==> config.mk <==
export PLATFORM = sky130hd
export DESIGN_NAME = vp_cfg_sequencer
export DESIGN_NICKNAME = d
export VERILOG_FILES = /design/src/rtl/vp_cfg_pkg.sv /design/src/rtl/vp_cfg_check.sv /design/src/rtl/vp_cfg_sequencer.sv
export SDC_FILE = /design/constraint.sdc
export NUM_CORES = 1
export LEC_CHECK = 0
export BUFFER_PORTS_ARGS = -buffer_cell sky130_fd_sc_hd__buf_2
export CAP_MARGIN = 20
export CELL_PAD_IN_SITES_DETAIL_PLACEMENT = 0
export CELL_PAD_IN_SITES_GLOBAL_PLACEMENT = 1
export CORE_AREA = 10 10 161 200
export DETAILED_ROUTE_END_ITERATION = 6
export DIE_AREA = 0 0 171 210
export GPL_ROUTABILITY_DRIVEN = 0
export PLACE_DENSITY = 0.78
export SLEW_MARGIN = 40
export SYNTH_ARGS = -nofsm -noshare
export SYNTH_HDL_FRONTEND = slang
export SYNTH_SLANG_ARGS = --single-unit
==> constraint.sdc <==
create_clock -name clk -period 3.1 [get_ports clk]
set_input_delay 0.31 -clock clk [delete_from_list [all_inputs] [get_ports clk]]
set_output_delay 0.31 -clock clk [all_outputs]
set_load 0.05 [all_outputs]
==> src/rtl/vp_cfg_pkg.sv <==
// Shared constants for the video-process configuration sequencer:
// register addresses, mode encodings, FSM states and field positions.
package vp_cfg_pkg;

  localparam logic [2:0] ADDR_CR     = 3'd0;
  localparam logic [2:0] ADDR_START  = 3'd1;
  localparam logic [2:0] ADDR_END    = 3'd2;
  localparam logic [2:0] ADDR_SCALER = 3'd3;
  localparam logic [2:0] ADDR_STATUS = 3'd4;

  localparam logic [1:0] MODE_SCALER = 2'b00;
  localparam logic [1:0] MODE_EDGE   = 2'b01;
  localparam logic [1:0] MODE_BIN    = 2'b10;
  localparam logic [1:0] MODE_BYPASS = 2'b11;

  localparam int MODE_HI = 31;
  localparam int MODE_LO = 30;
  localparam int Y_LSB   = 16;

  localparam int ST_BUSY     = 0;
  localparam int ST_ARMED    = 1;
  localparam int ST_ERR      = 2;
  localparam int ST_MUTE     = 3;
  localparam int ST_TIMEOUT  = 4;
  localparam int ST_FCNT_LSB = 16;

  typedef enum logic [1:0] {
    S_IDLE  = 2'd0,
    S_CHECK = 2'd1,
    S_ARMED = 2'd2,
    S_MUTE  = 2'd3
  } state_t;

endpackage

==> src/rtl/vp_cfg_check.sv <==
// Combinational validator for a staged crop/scale configuration set.
module vp_cfg_check #(
  parameter int XW     = 11,
  parameter int YW     = 11,
  parameter int H_DISP = 1280,
  parameter int V_DISP = 720
) (
  input  logic [XW-1:0] start_x,
  input  logic [XW-1:0] end_x,
  input  logic [XW-1:0] out_x_res,
  input  logic [YW-1:0] start_y,
  input  logic [YW-1:0] end_y,
  input  logic [YW-1:0] out_y_res,
  output logic          valid
);

  assign valid = (start_x < end_x) && (end_x <= XW'(H_DISP)) &&
                 (start_y < end_y) && (end_y <= YW'(V_DISP)) &&
                 (out_x_res != {XW{1'b0}}) && (out_x_res <= XW'(H_DISP)) &&
                 (out_y_res != {YW{1'b0}}) && (out_y_res <= YW'(V_DISP));

endmodule

==> src/rtl/vp_cfg_sequencer.sv <==
// Shadow/staged/active configuration sequencer with frame-aligned apply and mute window.
// Optional ARMED timeout enabled by defining VP_CFG_TIMEOUT_EN.
module vp_cfg_sequencer
  import vp_cfg_pkg::*;
#(
  parameter int H_DISP      = 1280,
  parameter int V_DISP      = 720,
  parameter int XW          = 11,
  parameter int YW          = 11,
  parameter int TIMEOUT_CYC = 1048576,
  parameter int MUTE_FRAMES = 2
) (
  input  logic          clk,
  input  logic          rst,
  input  logic          cfg_wr,
  input  logic [2:0]    cfg_addr,
  input  logic [31:0]   cfg_wdata,
  input  logic          commit,
  input  logic          vs_in,
  output logic [1:0]    act_mode,
  output logic [XW-1:0] start_x,
  output logic [XW-1:0] end_x,
  output logic [XW-1:0] out_x_res,
  output logic [YW-1:0] start_y,
  output logic [YW-1:0] end_y,
  output logic [YW-1:0] out_y_res,
  output logic [XW-1:0] in_x_res_m1,
  output logic [XW-1:0] out_x_res_m1,
  output logic [YW-1:0] in_y_res_m1,
  output logic [YW-1:0] out_y_res_m1,
  output logic          filler_en,
  output logic          mute,
  output logic [31:0]   status
);

  state_t        state;
  logic          vs_d, vs_rise, pending, err, timeout, to_fire, stage_valid;
  logic [15:0]   frame_cnt;
  logic [3:0]    mute_cnt;
  logic [1:0]    sh_mode, st_mode;
  logic [XW-1:0] sh_sx, sh_ex, sh_ox, st_sx, st_ex, st_ox;
  logic [YW-1:0] sh_sy, sh_ey, sh_oy, st_sy, st_ey, st_oy;
  logic          unused_wdata;

  assign unused_wdata = ^cfg_wdata;
  assign vs_rise      = vs_in & ~vs_d;
  assign status       = {frame_cnt, 11'd0, timeout, mute, err,
                         (state == S_ARMED), (state != S_IDLE) | pending};

  vp_cfg_check #(.XW(XW), .YW(YW), .H_DISP(H_DISP), .V_DISP(V_DISP)) u_check (
    .start_x  (st_sx),
    .end_x    (st_ex),
    .out_x_res(st_ox),
    .start_y  (st_sy),
    .end_y    (st_ey),
    .out_y_res(st_oy),
    .valid    (stage_valid)
  );

`ifdef VP_CFG_TIMEOUT_EN
  localparam int TW = (TIMEOUT_CYC > 1) ? $clog2(TIMEOUT_CYC) : 1;
  logic [TW-1:0] to_cnt;

  assign to_fire = (state == S_ARMED) && !vs_rise && (to_cnt == TW'(TIMEOUT_CYC - 1));

  // ARMED-cycle counter, restarted by any frame start or state exit
  always_ff @(posedge clk) begin
    if (rst || state != S_ARMED || vs_rise) begin
      to_cnt <= {TW{1'b0}};
    end else begin
      to_cnt <= to_cnt + TW'(1);
    end
  end
`else
  assign to_fire = 1'b0;
`endif

  // Shadow writes, frame counting and the commit/apply state machine
  always_ff @(posedge clk) begin
    if (rst) begin
      state        <= S_IDLE;
      vs_d         <= 1'b0;
      pending      <= 1'b0;
      err          <= 1'b0;
      timeout      <= 1'b0;
      frame_cnt    <= 16'd0;
      mute_cnt     <= 4'd0;
      mute         <= 1'b0;
      sh_mode      <= MODE_BYPASS;
      sh_sx        <= {XW{1'b0}};
      sh_ex        <= XW'(H_DISP);
      sh_ox        <= XW'(H_DISP);
      sh_sy        <= {YW{1'b0}};
      sh_ey        <= YW'(V_DISP);
      sh_oy        <= YW'(V_DISP);
      st_mode      <= MODE_BYPASS;
      st_sx        <= {XW{1'b0}};
      st_ex        <= XW'(H_DISP);
      st_ox        <= XW'(H_DISP);
      st_sy        <= {YW{1'b0}};
      st_ey        <= YW'(V_DISP);
      st_oy        <= YW'(V_DISP);
      act_mode     <= MODE_BYPASS;
      start_x      <= {XW{1'b0}};
      end_x        <= XW'(H_DISP);
      out_x_res    <= XW'(H_DISP);
      start_y      <= {YW{1'b0}};
      end_y        <= YW'(V_DISP);
      out_y_res    <= YW'(V_DISP);
      in_x_res_m1  <= XW'(H_DISP - 1);
      out_x_res_m1 <= XW'(H_DISP - 1);
      in_y_res_m1  <= YW'(V_DISP - 1);
      out_y_res_m1 <= YW'(V_DISP - 1);
      filler_en    <= 1'b0;
    end else begin
      vs_d <= vs_in;
      if (vs_rise) begin
        frame_cnt <= frame_cnt + 16'd1;
      end
      if (cfg_wr) begin
        case (cfg_addr)
          ADDR_CR:     sh_mode <= cfg_wdata[MODE_HI:MODE_LO];
          ADDR_START:  begin sh_sx <= cfg_wdata[XW-1:0]; sh_sy <= cfg_wdata[Y_LSB +: YW]; end
          ADDR_END:    begin sh_ex <= cfg_wdata[XW-1:0]; sh_ey <= cfg_wdata[Y_LSB +: YW]; end
          ADDR_SCALER: begin sh_ox <= cfg_wdata[XW-1:0]; sh_oy <= cfg_wdata[Y_LSB +: YW]; end
          ADDR_STATUS: begin
            if (cfg_wdata[ST_ERR]) err <= 1'b0;
            if (cfg_wdata[ST_TIMEOUT]) timeout <= 1'b0;
          end
          default: ;
        endcase
      end
      case (state)
        S_IDLE: begin
          if (commit || pending) begin
            {st_mode, st_sx, st_ex, st_ox} <= {sh_mode, sh_sx, sh_ex, sh_ox};
            {st_sy, st_ey, st_oy}          <= {sh_sy, sh_ey, sh_oy};
            pending <= 1'b0;
            state   <= S_CHECK;
          end
        end
        S_CHECK: begin
          if (commit) pending <= 1'b1;
          if (stage_valid) begin
            state <= S_ARMED;
          end else begin
            state <= S_IDLE;
            err   <= 1'b1;
          end
        end
        S_ARMED: begin
          // A fresh commit supersedes the staged set, even on a frame start
          if (commit) begin
            {st_mode, st_sx, st_ex, st_ox} <= {sh_mode, sh_sx, sh_ex, sh_ox};
            {st_sy, st_ey, st_oy}          <= {sh_sy, sh_ey, sh_oy};
            state <= S_CHECK;
          end else if (vs_rise || to_fire) begin
            act_mode     <= st_mode;
            start_x      <= st_sx;
            end_x        <= st_ex;
            out_x_res    <= st_ox;
            start_y      <= st_sy;
            end_y        <= st_ey;
            out_y_res    <= st_oy;
            in_x_res_m1  <= st_ex - st_sx - XW'(1);
            out_x_res_m1 <= st_ox - XW'(1);
            in_y_res_m1  <= st_ey - st_sy - YW'(1);
            out_y_res_m1 <= st_oy - YW'(1);
            filler_en    <= (st_mode == MODE_SCALER) && (st_ox < XW'(H_DISP));
            if (to_fire) timeout <= 1'b1;
            if (st_mode != act_mode) begin
              state     <= S_MUTE;
              mute      <= 1'b1;
              mute_cnt  <= 4'd0;
              frame_cnt <= 16'd0;
            end else begin
              state <= S_IDLE;
            end
          end
        end
        S_MUTE: begin
          if (commit) pending <= 1'b1;
          if (vs_rise) begin
            if (mute_cnt == 4'(MUTE_FRAMES - 1)) begin
              mute  <= 1'b0;
              state <= S_IDLE;
            end else begin
              mute_cnt <= mute_cnt + 4'd1;
            end
          end
        end
        default: state <= S_IDLE;
      endcase
    end
  end

endmodule

==> results of run 1 <==
## cells by family after synthesis
family	synth area share, %
mux	0.170
flops	46.9
buf+inv	5.74
other cells	0.0319
fa+ha+maj	5.13
xor+xnor	3.21
compound gates	15.3
simple gates	23.6
## synth_stat cells, drive strengths merged, types with 6 or more instances
| library cell | number | area (um2) |
|---|---|---|
| clkbuf | 65 | 245 |
| nor4 | 10 | 83.8 |
| nor2 | 83 | 314 |
| a211o | 35 | 307 |
| xnor2 | 20 | 175 |
| nand2 | 422 | 1580 |
| nor3 | 6 | 30.0 |
| inv | 48 | 180 |
| a211oi | 13 | 103 |
| nand3b | 38 | 285 |
| nor2b | 12 | 75.1 |
| a21o | 8 | 60.1 |
| xor2 | 23 | 201 |
| buf | 40 | 249 |
| a21oi | 188 | 945 |
| o21ai | 23 | 115 |
| ha | 45 | 563 |
| nand3 | 13 | 65.1 |
| nand4 | 13 | 81.3 |
| nand2b | 7 | 43.8 |
| dfxtp | 275 | 5510 |
| o31ai | 6 | 45.0 |
## through the flow
step                      power, mW  cells  worst slack (ns)  area, um2  hold slack [ns]
after floorplan                4.30   1463             0.684      11800            0.428
after global placement         4.51   1894             0.627      12800            0.437
after detailed placement       4.51   1894             0.601      12800            0.443
after CTS                      7.61   1939             0.595      13600          0.00226
after global routing           7.85   1939             0.463      13600           0.0111
final                          7.54   1939             0.579      13600           0.0190
## metal layers
metal  part of all wire, %  global-route usage [%]  wire length [um]
met2                    50                    32.0             17000
met4                   2.4                    5.11               810
met1                    43                    22.4             14800
met3                   4.5                    3.01              1530
met5                     0                       0                 0
## final timing paths
kind                    endpoint      start  cells past startpoint
hold / removal              vs_d      vs_in                      2
hold reg to reg        st_oy[10]  sh_oy[10]                      2
setup reg to reg  in_x_res_m1[8]   st_sx[0]                      9
setup / recovery  in_x_res_m1[8]   st_sx[0]                      9
## report_power, final
group	internal (mW)	switching (mW)
combinational	0.217	0.526
clock	1.76	1.35
sequential	3.61	0.0824
total	5.59	1.95
## worst register-to-register path: stages, from the launching register on
cell and delay [ns]:
dfxtp_1 0.36, inv_1 0.06, ha_1 0.23, fa_1 0.43, a211oi_1 0.26, nor2_1 0.12, o31a_1 0.30, o31ai_1 0.29
nor4_1 0.08, a221o_1 0.28
## final cells by class
cell class	count	area, um2	area share (%)
Multi-Input combinational cell	1035	5640	41.5
Sequential cell	275	5510	40.5
Timing Repair Buffer	183	1010	7.42
Clock buffer	40	796	5.85
Tap cell	355	444	3.26
Inverter	48	180	1.32
Clock inverter	3	28.8	0.211
==> impl_metrics.yaml, run 1 <==
sta:
  slew_headroom_pct: 46.0
  setup_viol: 0
  hold_viol_final: 0
  finClkSkew_ns: 0.0204
  fmax_mhz: 397
  setup_tns_ns: 0
  drv_slew: 0
  fin_crit_ns: 2.52
  post-route-period-util_pct: 81.3
  rsz0062_at_grt: "no"
  tightest_slew_ns: 0.810
cells_and_area:
  largest_reg_flops: 15
  final_util_pct: 48.1
  num_antenna_cells: 0
  drive_gt1_share_pct: 14.7
  area_growth_pct: 15.8
  layout_common_cells: "nand2_1 (422), dfxtp_1 (275), a21oi_1 (187)"
  layout_commonest_cell: "nand2_1"
  top_register: "frame_cnt"
  fillers: 2874
  nets: 1658
setup_path:
  r2r_slack_ns: 0.58
  worstPathArrival_ns: 2.96
  critPathKind: "flop to flop"
  crit_family: "compound AO/OA/AOI/OAI gates"
  cpPeakStageDelay_ns: 0.43
  crit_chain: "inv_1, ha_1, fa_1, a211oi_1, nor2_1, o31a_1, o31ai_1, nor4_1, a221o_1"
  crit_slowest_cell: "fa_1"
  crit_path_start_kind: "flop"
  worstPathMaxFanout: 3
  critPathRequiredTime_ns: 3.53
  path_buf_inv: 1
  cp-end-kind: "flop"
yosys:
  yosys_register_bits: 275
  ys_seq_area_share_pct: 46.9
  yosysWarnings: 0
  ys.flop_type: "dfxtp_1"
  synth_cell_types: 67
  async_reset_ff_share_pct: 0
  syn_inst: 1452
  syn_area_um2: 11700
  synth_edf_count: 0
  avgSynthCellArea_um2: 8.09
clock_network:
  cts_tree: "yes"
  cts_resized: 0
  clkTransAtPathRegs_ns: 0.06
  hold_buffers: 2
  cts.sinks: 275
  root_buffer: "clkbuf_16"
  worstSkewPairLatency_ns: 0.55
  postCtsSetupBuffers: 0
  cts_made_buffers: 28
  cts_buffer_depth: 3
  h-tree-depth: 1
die:
  core_um2: 28300
  io_pins: 186
  die_height_um: 210
  die_area_um2: 35900
  rows: 69
  die_w_um: 171
  start_util_pct: 41.5
routing:
  vias: 10000
  first_iter_violations: 752
  post-route-drc-count: 0
  ant_nets: 0
  wirelength_um: 34100
  first_pass_iters: 5
  wl_per_cell_um: 17.6
  viasPerCell: 5.16
worst_hold_path:
  hold_path_class: "input port to flop"
flow_run:
  maxCapViolations: 0
power:
  power_density_nw_per_um2: 554
  peakVddDrop_mv: 0.392
  power.leakage_nw: 5.39
global_routing:
  grt_pass1_vias: 9429
  grt_first_pass_wirelength_um: 53000
  antenna_found_initial: 0
  grtUsageTotal_pct: 18.2
  grt_overflow: 0
  grt_max_degree: 120
placement:
  hpwl_um: 24300
  portBuffers: 165
outcome:
  outcome: "finished clean"
Power figures use the tool's default switching activity.
==> inputs of run 2 (changes only) <==
--- a/config.mk
+++ b/config.mk
@@ -9,11 +9,11 @@
 export CAP_MARGIN = 20
 export CELL_PAD_IN_SITES_DETAIL_PLACEMENT = 0
 export CELL_PAD_IN_SITES_GLOBAL_PLACEMENT = 1
-export CORE_AREA = 10 10 161 200
+export CORE_AREA = 10 10 169 210
 export DETAILED_ROUTE_END_ITERATION = 6
-export DIE_AREA = 0 0 171 210
+export DIE_AREA = 0 0 179 220
 export GPL_ROUTABILITY_DRIVEN = 0
-export PLACE_DENSITY = 0.78
+export PLACE_DENSITY = 0.74
 export SLEW_MARGIN = 40
 export SYNTH_ARGS = -nofsm -noshare
 export SYNTH_HDL_FRONTEND = slang
==> constraint.sdc (replaced) <==
create_clock -name clk -period 2.21 [get_ports clk]
set_input_delay 0.221 -clock clk [delete_from_list [all_inputs] [get_ports clk]]
set_output_delay 0.221 -clock clk [all_outputs]
set_load 0.05 [all_outputs]
==> impl_metrics.yaml, run 2 (synthesis results as in run 1) <==
outcome:
  outcome: "finished clean"
sta:
  slew_headroom_pct: 59.0
  tightest_slew_ns: 0.615
  post-route-period-util_pct: 97.2
  rsz0062_at_grt: "yes"
  worst_slack_ns: 0.0622
  hold_viol_final: 0
  finClkSkew_ns: 0.0342
  setup_viol: 0
  fmax_mhz: 466
  holdWs_ns: 0.111
  drv_slew: 0
  fin_crit_ns: 2.15
setup_path:
  reg2regPathDepth: 9
  cpPeakStageDelay_ns: 0.35
  critPathKind: "flop to flop"
  r2r_slack_ns: 0.06
  worstPathArrival_ns: 2.62
  worstPathMaxFanout: 3
  crit_chain: "inv_1, ha_2, fa_2, a211oi_2, nor2_1, o31a_1, o31ai_4, nor4_1, a221o_1"
  path_buf_inv: 1
  critPathRequiredTime_ns: 2.68
  crit_family: "compound AO/OA/AOI/OAI gates"
  reg2reg_to: "in_x_res_m1[8]"
  critical_path.startpoint: "st_sx[0]"
  crit_slowest_cell: "fa_2"
  crit_path_start_kind: "flop"
  path_depth: 9
  cp-end-kind: "flop"
  regToRegStartpoint: "st_sx[0]"
die:
  die_area_um2: 39400
  core_um2: 31500
  io_pins: 186
  rows: 73
  die_w_um: 179
  die_height_um: 220
  start_util_pct: 37.3
cells_and_area:
  area_growth_pct: 25.5
  drive_gt1_share_pct: 19.8
  largest_reg_flops: 15
  layout_commonest_cell: "nand2_1"
  layout_common_cells: "nand2_1 (422), dfxtp_1 (266), a21oi_1 (185)"
  fillers: 3171
  top_register: "frame_cnt"
  design_area_um2: 14700
  nets: 1751
  num_antenna_cells: 0
global_routing:
  grt_overflow: 0
  grtUsageTotal_pct: 17.9
  grt_max_degree: 89
  antenna_found_initial: 1
  grt_first_pass_wirelength_um: 56500
  grt_pass1_vias: 10200
routing:
  top_layer: "met4"
  wl_met1_um: 15000
  ant_nets: 0
  wl_met3_um: 1910
  wirelength_um: 36100
  dr_wl_met2_um: 18200
  viasPerCell: 4.95
  first_iter_violations: 545
  first_pass_iters: 5
  wl_per_cell_um: 17.2
  vias: 10400
  post-route-drc-count: 0
worst_hold_path:
  hold_depth: 2
  hold_path_class: "input port to flop"
  hp-start: "rst"
  hold_end: "vs_d"
clock_network:
  root_buffer: "clkbuf_16"
  h-tree-depth: 1
  clkTransAtPathRegs_ns: 0.07
  worstSkewPairLatency_ns: 0.57
  cts.sinks: 275
  cts_buffer_depth: 3
  cts_made_buffers: 28
  cts_tree: "yes"
placement:
  pre_cts_ws_ns: -0.0595
  postPlaceCellArea_um2: 13400
  portBuffers: 165
  hpwl_um: 26300
power:
  power_density_nw_per_um2: 775
  peakVddDrop_mv: 0.494
  power.leakage_nw: 5.95
flow_run:
  maxCapViolations: 0
run 2: cell count changes in the layout (fill, tap and decap cells not counted), moves of 4 or more:
| cell | change |
|---|---|
| dlygate4sd3_1 | +24 |
| dfxtp_2 | +8 |
| dfxtp_1 | -9 |
| buf_4 | +65 |
| ha_1 | -5 |
| buf_12 | +4 |
| bufinv_16 | +5 |
run 2: worst max path at each step:
stage and endpoint:
2_1_floorplan in_x_res_m1[8], 3_3_place_gp in_x_res_m1[8], 3_5_place_dp in_x_res_m1[8], 4_1_cts in_x_res_m1[8]
5_1_grt state[1], 6_report in_x_res_m1[8]
run 2: worst reg2reg max path: cells and delay by family, from the launching register on:
family                   cells  cell delay [ns]
AND/OR/NAND/NOR              2             0.15
AO/OA/AOI/OAI                4             0.99
buffers and inverters        1             0.04
adder cells (fa/ha/maj)      2             0.53
flip-flops                   1             0.33
run 2: final cells by class:
cell class	count	area (um2)	share of cell area, %
sequential	275	5520	37.4
clock buffer	36	771	5.23
timing repair buffer	276	1820	12.3
tap	412	515	3.50
clock inverter	14	220	1.49
multi-input combinational	1035	5720	38.8
inverter	48	180	1.22
run 2: per-layer routing:
| metal | vias to the layer above | GRT usage, % |
|---|---|---|
| li1 | 5228 | - |
| met1 | 4865 | 21.1 |
| met2 | 233 | 32.1 |
| met3 | 59 | 3.07 |
| met4 | 0 | 5.82 |
| met5 | - | 0 |
run 2: through the flow:
stage | utilization (%) | power (mW) | std cells | TNS (ns)
finish | 46.8 | 11.4 | 2096 | 0
global placement | 42.5 | 6.40 | 2018 | -0.0337
CTS | 46.5 | 11.5 | 2095 | -0.0243
floorplan | - | 6.04 | 1463 | 0
detailed placement | 42.5 | 6.41 | 2018 | -0.0627
global route | 46.8 | 11.9 | 2096 | -0.0700
run 2: power by group:
group / total, mW / switching [mW] / internal [mW]
combinational: 1.17 / 0.779 / 0.392
sequential: 5.16 / 0.100 / 5.06
clock: 5.10 / 2.05 / 3.05
run 2: what timing repair did:
item,4_1_cts,5_1_grt
hold endpoints to repair,70,0
setup endpoints to repair,2,7
gates resized for setup,4,24
pin swaps,1,7
hold buffers,26,0
setup buffers,1,1
